### src/rtl/mcu_boot_sequencer.sv
// MCU boot sequencer: waits for a stable PLL lock, then either auto-starts the
// core at a default address or follows hardware-loader hold/start commands.
module mcu_boot_sequencer #(
  parameter int unsigned        XLEN               = 32,
  parameter int unsigned        SETTLE_CYCLES      = 4,
  parameter logic [XLEN-1:0]    DEFAULT_START_ADDR = 32'h8000_0000
) (
  input  logic            clk,
  input  logic            reset,
  input  logic            pll_lock,
  input  logic            loader_cpu_reset,
  input  logic            loader_cpu_start,
  input  logic [XLEN-1:0] loader_start_addr,
  output logic            mcu_reset_n,
  output logic            cpu_start,
  output logic [XLEN-1:0] cpu_start_addr,
  output logic            sp_init_we,
  output logic [2:0]      boot_state,
  output logic            boot_done
);

  typedef enum logic [2:0] {
    WAIT_LOCK  = 3'd0,
    SETTLE     = 3'd1,
    AUTO_START = 3'd2,
    RUN        = 3'd3,
    HELD       = 3'd4,
    IDLE       = 3'd5,
    START_CMD  = 3'd6
  } state_t;

  localparam logic [7:0] SETTLE_LIMIT = 8'(SETTLE_CYCLES);

  state_t     state;
  state_t     state_nxt;
  logic [7:0] settle_cnt;
  logic [7:0] settle_cnt_nxt;

  // Next-state and settle-counter logic; lock loss dominates, then loader hold,
  // then loader start. The counter only carries a value while in SETTLE.
  always_comb begin
    state_nxt      = state;
    settle_cnt_nxt = '0;
    if (!pll_lock) begin
      state_nxt = WAIT_LOCK;
    end else begin
      case (state)
        WAIT_LOCK: begin
          state_nxt      = SETTLE;
          settle_cnt_nxt = 8'd1;
        end
        SETTLE: begin
          if (loader_cpu_reset) begin
            state_nxt = HELD;
          end else if (settle_cnt == SETTLE_LIMIT) begin
            state_nxt = AUTO_START;
          end else begin
            state_nxt      = SETTLE;
            settle_cnt_nxt = settle_cnt + 8'd1;
          end
        end
        AUTO_START, START_CMD: begin
          state_nxt = loader_cpu_reset ? HELD : RUN;
        end
        RUN, IDLE: begin
          if (loader_cpu_reset) begin
            state_nxt = HELD;
          end else if (loader_cpu_start) begin
            state_nxt = START_CMD;
          end
        end
        HELD: begin
          state_nxt = loader_cpu_reset ? HELD : IDLE;
        end
        default: begin
          state_nxt = WAIT_LOCK;
        end
      endcase
    end
  end

  // State register plus outputs registered as a decode of the next state, so
  // each output lines up with the state it describes.
  always_ff @(posedge clk or posedge reset) begin
    if (reset) begin
      state          <= WAIT_LOCK;
      settle_cnt     <= '0;
      mcu_reset_n    <= 1'b0;
      cpu_start      <= 1'b0;
      cpu_start_addr <= '0;
      boot_done      <= 1'b0;
    end else begin
      state       <= state_nxt;
      settle_cnt  <= settle_cnt_nxt;
      mcu_reset_n <= !((state_nxt == WAIT_LOCK) || (state_nxt == SETTLE) ||
                       (state_nxt == HELD));
      cpu_start   <= (state_nxt == AUTO_START) || (state_nxt == START_CMD);
      boot_done   <= (state_nxt == RUN);
      if (state_nxt == AUTO_START) begin
        cpu_start_addr <= DEFAULT_START_ADDR;
      end else if (state_nxt == START_CMD) begin
        cpu_start_addr <= loader_start_addr;
      end
    end
  end

  assign sp_init_we = cpu_start;
  assign boot_state = state;

endmodule

### config.mk
export PLATFORM = sky130hd
export DESIGN_NAME = mcu_boot_sequencer
export DESIGN_NICKNAME = d
export VERILOG_FILES = /design/src/rtl/mcu_boot_sequencer.sv
export SDC_FILE = /design/constraint.sdc
export NUM_CORES = 1
export LEC_CHECK = 0
export BUFFER_PORTS_ARGS = -buffer_cell sky130_fd_sc_hd__buf_2
export CAP_MARGIN = 10
export CORE_ASPECT_RATIO = 0.5
export CORE_MARGIN = 2
export CORE_UTILIZATION = 29
export CTS_BUF_LIST = sky130_fd_sc_hd__clkbuf_8
export CTS_CLUSTER_DIAMETER = 150
export DETAILED_ROUTE_END_ITERATION = 16
export PLACE_DENSITY = 0.52
export SETUP_SLACK_MARGIN = 0.5
export SYNTH_ARGS = -nofsm -noshare
export SYNTH_HDL_FRONTEND = slang
export SYNTH_SLANG_ARGS = --single-unit
### constraint.sdc
create_clock -name clk -period 1.8 [get_ports clk]
set_input_delay 0.36 -clock clk [delete_from_list [all_inputs] [get_ports clk]]
set_output_delay 0.36 -clock clk [all_outputs]
set_load 0.01 [all_outputs]
== After elaboration in Yosys (flattened, before gate mapping) ==
Cells that the tools add are included.

* Flip-flop bits (word level): 46
* Bits in latches: 0
* Bits in writable memories: 0
* ROM bits: 0
* Memories kept: 0

* $add $sub $neg: 1
* $mul: 0
* Div/mod/pow operators: 0
* $lt $le $gt $ge: 0
* Equal/unequal tests: 12
* Shifts and indexed selects: 0
* Muxes and demuxes: 14
* Bitwise logic cells: 0
* Reduce and logical (&&, ||, !) cells: 9

{| class="wikitable"
|+ Operator list
! cell !! count
|-
| 32-bit 2-to-1 mux || 2
|-
| 8-bit 2-to-1 mux || 3
|-
| 8-bit one-hot mux with 2 select lines || 1
|-
| 3-bit == test (second input constant) || 5
|-
| 3-bit 2-to-1 mux || 5
|-
| 3-bit one-hot mux with 5 select lines || 1
|-
| 3-bit by 2-bit == test with 1-bit output (second input constant) || 4
|-
| 8-bit by 1-bit adder with 8-bit output (second input constant) || 1
|-
| 8-bit by 3-bit == test with 1-bit output (second input constant) || 1
|-
| 3-bit by 1-bit == test with 1-bit output (second input constant) || 2
|-
| 3-bit logical NOT || 2
|-
| 2-bit OR reduction || 2
|-
| 1-bit logical OR || 3
|-
| 2-bit 2-to-1 mux || 1
|-
| 2-bit nonzero test || 1
|-
| 1-bit logical NOT || 1
|-
| 1-bit 2-to-1 mux || 1
|}

== Depth between registers and ports, before layout ==
* Depth in word-level cells: 9
* Depth in mapped cells: 7
* Mapped depth without buffers: 6

== Worst setup path after synthesis ==
Ideal clock, no wire load.

* Kind: flip-flop to flip-flop
* From: register state[1] (netlist: boot_state[1])
* To: register cpu_start_addr[16]
* Data arrival time: 1.549 ns
* Data required time: 1.682 ns
* Slack: 0.133 ns
* Cell stages (with the launch flop): 8
* Path buffers: 2
* Period minus slack after synthesis: 1.667 ns
* Path through: dfrtp_1 -> buf_2 -> nor2_1 -> o21ai_0 -> o211a_1 -> clkbuf_1 -> and4_2 -> a21o_1

* Longest elaborated chain between the ends: 6
* Elaborated cells between the ends (all ways): 17
* Those cells by class: 8 x eq/ne; 5 x mux; 4 x reduce/logical

{| class="wikitable"
|+ Ends and longest elaborated chain
! item !! line !! text
|-
| start, declared || 34 || <nowiki>state_t state;</nowiki>
|-
| start signal, assigned || 93 || <nowiki>state <= state_nxt;</nowiki>
|-
| 3-bit by 2-bit == test with 1-bit output, or another cell as far along || 47 || <nowiki>case (state)</nowiki>
|-
| 2-bit OR reduction / 3-bit 2-to-1 mux (equally long branches) || 47, 66 ||
|-
| 3-bit one-hot mux with 5 select lines (*) || 47 ||
|-
| 3-bit 2-to-1 mux (*) || 44 || <nowiki>if (!pll_lock) begin</nowiki>
|-
| 3-bit by 2-bit == test with 1-bit output / 3-bit == test (equally long branches) || 99, 101 ||
|-
| 32-bit 2-to-1 mux / 2-bit nonzero test (equally long branches) || n/a ||
|-
| end signal, assigned || 102 || <nowiki>cpu_start_addr <= loader_start_addr;</nowiki>
|-
| end, declared || 16 || <nowiki>output logic [XLEN-1:0] cpu_start_addr,</nowiki>
|}

Every way passes the cells marked *; elsewhere a longest branch is shown, timed or not.
A chain may end at the register's enable or synchronous reset.

== Worst setup path in the final report ==
* From: register state[1] (netlist: boot_state[1])
* To: register cpu_start_addr[18]

Same word-level chain as after synthesis.

==> results.sh <==
export IMPL_fin_skew_ns=0.00649
export IMPL_die_y_um=64.9
export IMPL_ctsHtreeMaxLevel=2
export IMPL_ys_ff_latch=46
export IMPL_path_cells="buf_4, or2_4, o2111ai_2, o22ai_4, buf_12, and4_2, a21o_2"
export IMPL_root_buffer="clkbuf_8"
export IMPL_drcViolationCount=0
export IMPL_slew_viol_final=0
export IMPL_async_reset_ff_share_pct=100
export IMPL_power_mw=2.03
export IMPL_first_global_vias=1731
export IMPL_coreArea_mm2=0.00727
export IMPL_holdBufCountCts=0
export IMPL_critPathBufInv=2
export IMPL_drt_iter0_drc=94
export IMPL_slew_limit_headroom_pct=81.6
export IMPL_die_w_um=126
export IMPL_cts_buffer_depth=2
export IMPL_io_buffers=75
export IMPL_critPathKind="reg2reg"
export IMPL_worstMarginPinSlew_ns=0.276
export IMPL_final_hold_viol_count=0
export IMPL_groute_usage_overall_pct=12.5
export IMPL_irDropWorstVdd_mv=0.292
export IMPL_crit_fanout=22
export IMPL_end_kind="register"
export IMPL_drt_wl_total_um=5100
export IMPL_required_ns=1.99
export IMPL_dr_pass1_iters=2
export IMPL_synth_avg_cell_area_um2=11.9
export IMPL_synth_cell_area_mm2=0.00215
export IMPL_grt_pass1_wl_um=8360
export IMPL_drive_gt1_share_pct=47.9
export IMPL_fin_util_pct=39.9
export IMPL_antennaDiodeCount=0
export IMPL_place_gp_congestion=0.789
export IMPL_synthDistinctLibCells=34
export IMPL_placed_area_mm2=0.00271
export IMPL_wl_per_cell_um=14.1
export IMPL_cp_data_arrival_time_ns=1.92
export IMPL_rows=22
export IMPL_synth_xor_area_share_pct=2.44
export IMPL_hpwl_um=3650
export IMPL_setup_viol=0
export IMPL_synth_top_area_share_pct=53.5
export IMPL_syn_num_nets=220
export IMPL_period_minus_slack_ns=1.73
export IMPL_vias=1726
export IMPL_power_density_mw_per_mm2=702
export IMPL_synth_common_cells="46 x dfrtp_1, 30 x a21o_1, 27 x and4_1"
export IMPL_yosysSeqAreaShare_pct=53.5
export IMPL_routed_via_density=4.78
export IMPL_leakage_nw=1.75
export IMPL_hold_path_class="in2async"
export IMPL_drv_max_cap_violation_count=0
export IMPL_antenna_found_initial=0
export IMPL_dieArea_mm2=0.00817
export IMPL_grt_max_degree=47
export IMPL_synth_top_area_cell="dfrtp_1"
export IMPL_area_growth_pct=34.5
export IMPL_synthTopCellsByArea="dfrtp_1 53%, and4_1 11%, a21o_1 10%"
export IMPL_cp_slowest_stage_delay_ns=0.42
export IMPL_antenna_left=0
export IMPL_gr_total_overflow=0
export IMPL_cts_made_buffers=5
export IMPL_status="finished clean"
export IMPL_synth_mux_area_share_pct=0.465
export IMPL_syn_inst=181
export IMPL_synth_edff_count=0
export IMPL_design_area_mm2=0.00290
export IMPL_cts_sinks=46
export IMPL_cts_tree="done"
export IMPL_fin_tns_setup_ns=0
export IMPL_post_route_period_util_pct=96.1
export IMPL_synth_compound_area_share_pct=15.8
export IMPL_synth_top_family_by_area="simple AND/OR/NAND/NOR gates"
export IMPL_ys_warnings_count=0
export IMPL_r2r_start="boot_state[1]$_DFF_PP0_"
export IMPL_start_util_pct=29.6
export IMPL_ys_flop_type="dfrtp_1"
export IMPL_synth_most_common_cell="dfrtp_1"
export IMPL_crit_family="simple AND/OR/NAND/NOR gates"
export IMPL_rsz0062_at_grt="true"
export IMPL_clock_latency_ns=0.29
export IMPL_synth_fa_ha_area_share_pct=1.16
export IMPL_io_pins=76
export IMPL_critical_path_slowest_cell="dfrtp_2"
export IMPL_startpoint="boot_state[1]$_DFF_PP0_"
export IMPL_synthSimpleGateAreaFrac_pct=20.7
export IMPL_max_freq_ghz=0.578
export IMPL_clkTransAtPathRegs_ns=0.09
export IMPL_fin_nets=303
export IMPL_startpoint_type="register"
[where the power goes]
group / total [mW] / switching, mW / internal, mW
logic: 0.306 / 0.161 / 0.145
clock network: 0.630 / 0.356 / 0.273
registers: 1.10 / 0.0283 / 1.07
[cell usage in the layout, fill, tap and decap left out, types with 2 or more instances in the layout]
cell        count
nand2_4         2
inv_1           4
buf_4           6
a21o_2          2
clkbuf_8        5
buf_2          73
nor2_2          4
nand3_1         4
dfrtp_1        44
dfrtp_2         2
nor2b_4         2
and4_1         27
buf_6           6
xor2_1          3
a21o_1         30
inv_2           2
buf_12          4
xnor2_1         3
nand2_1         3
ha_1            2
nor2_1          7
clkinvlp_4      2
and4_2          4
[path summary, 6_finish.rpt]
kind,endpoint,cells after the start,slack (ns)
max,cpu_start_addr[18]$_DFFE_PP0P_,7,0.07
min,cpu_start_addr[10]$_DFFE_PP0P_,3,0.11
max reg2reg,cpu_start_addr[18]$_DFFE_PP0P_,7,0.07
min reg2reg,cpu_start_addr[5]$_DFFE_PP0P_,1,0.48
max in group asynchronous,boot_state[1]$_DFF_PP0_,3,1.46
min in group clk,cpu_start_addr[31]$_DFFE_PP0P_,2,0.32
[per-stage QoR]
| stage | std cells | setup WS [ns] | hold slack, ns |
|---|---|---|---|
| floorplan | 181 | 0.200 | 0.377 |
| global route | 361 | -0.00616 | 0.136 |
| detailed placement | 349 | 0.0847 | 0.439 |
| global placement | 349 | 0.0667 | 0.444 |
| finish | 361 | 0.0711 | 0.110 |
| CTS | 359 | 0.0926 | 0.114 |
[cells by family (layout without fill, tap and decap cells)]
logic type	count (synthesis)	in the layout
AO/OA/AOI/OAI	43	43
buffers and inverters	21	105
XOR/XNOR	6	6
AND/OR/NAND/NOR	62	62
multiplexers	1	1
adder cells (fa/ha/maj)	2	2
flip-flops	46	46
[cell type report]
type / instances / area [um^2]
Tap cell: 96 / 120
Clock inverter: 3 / 21.3
Multi-Input combinational cell: 114 / 930
Sequential cell: 46 / 1150
Clock buffer: 5 / 68.8
Fill cell: 725 / 4370
Timing Repair Buffer: 90 / 573
Inverter: 7 / 30.0
[what timing repair did]
item	CTS	global route
buffers inserted	2	2
pin swaps	3	5
resized for setup	10	13
cloned	0	0
setup endpoints to repair	49	49
[sequential cells by signal (all words and copies together), names as in the netlist]
name            count
boot_state          3
mcu_reset_n         1
cpu_start           1
boot_done           1
settle_cnt          8
cpu_start_addr     32
[metal layers]
layer	global-route usage (%)	share of wire, %	up-vias	routed length, um
met5	0	0	-	0
li1	-	-	819	-
met1	16.7	45	882	2320
met4	3.02	0.75	0	38
met3	2.56	2.6	4	130
met2	21.3	51	21	2610
[tightest hold or removal path, stage by stage]
cell	delay, ns
buf_2	0.11
clkinvlp_4	0.07
buf_12	0.24
Note: power is estimated with default switching activity, not from simulation.
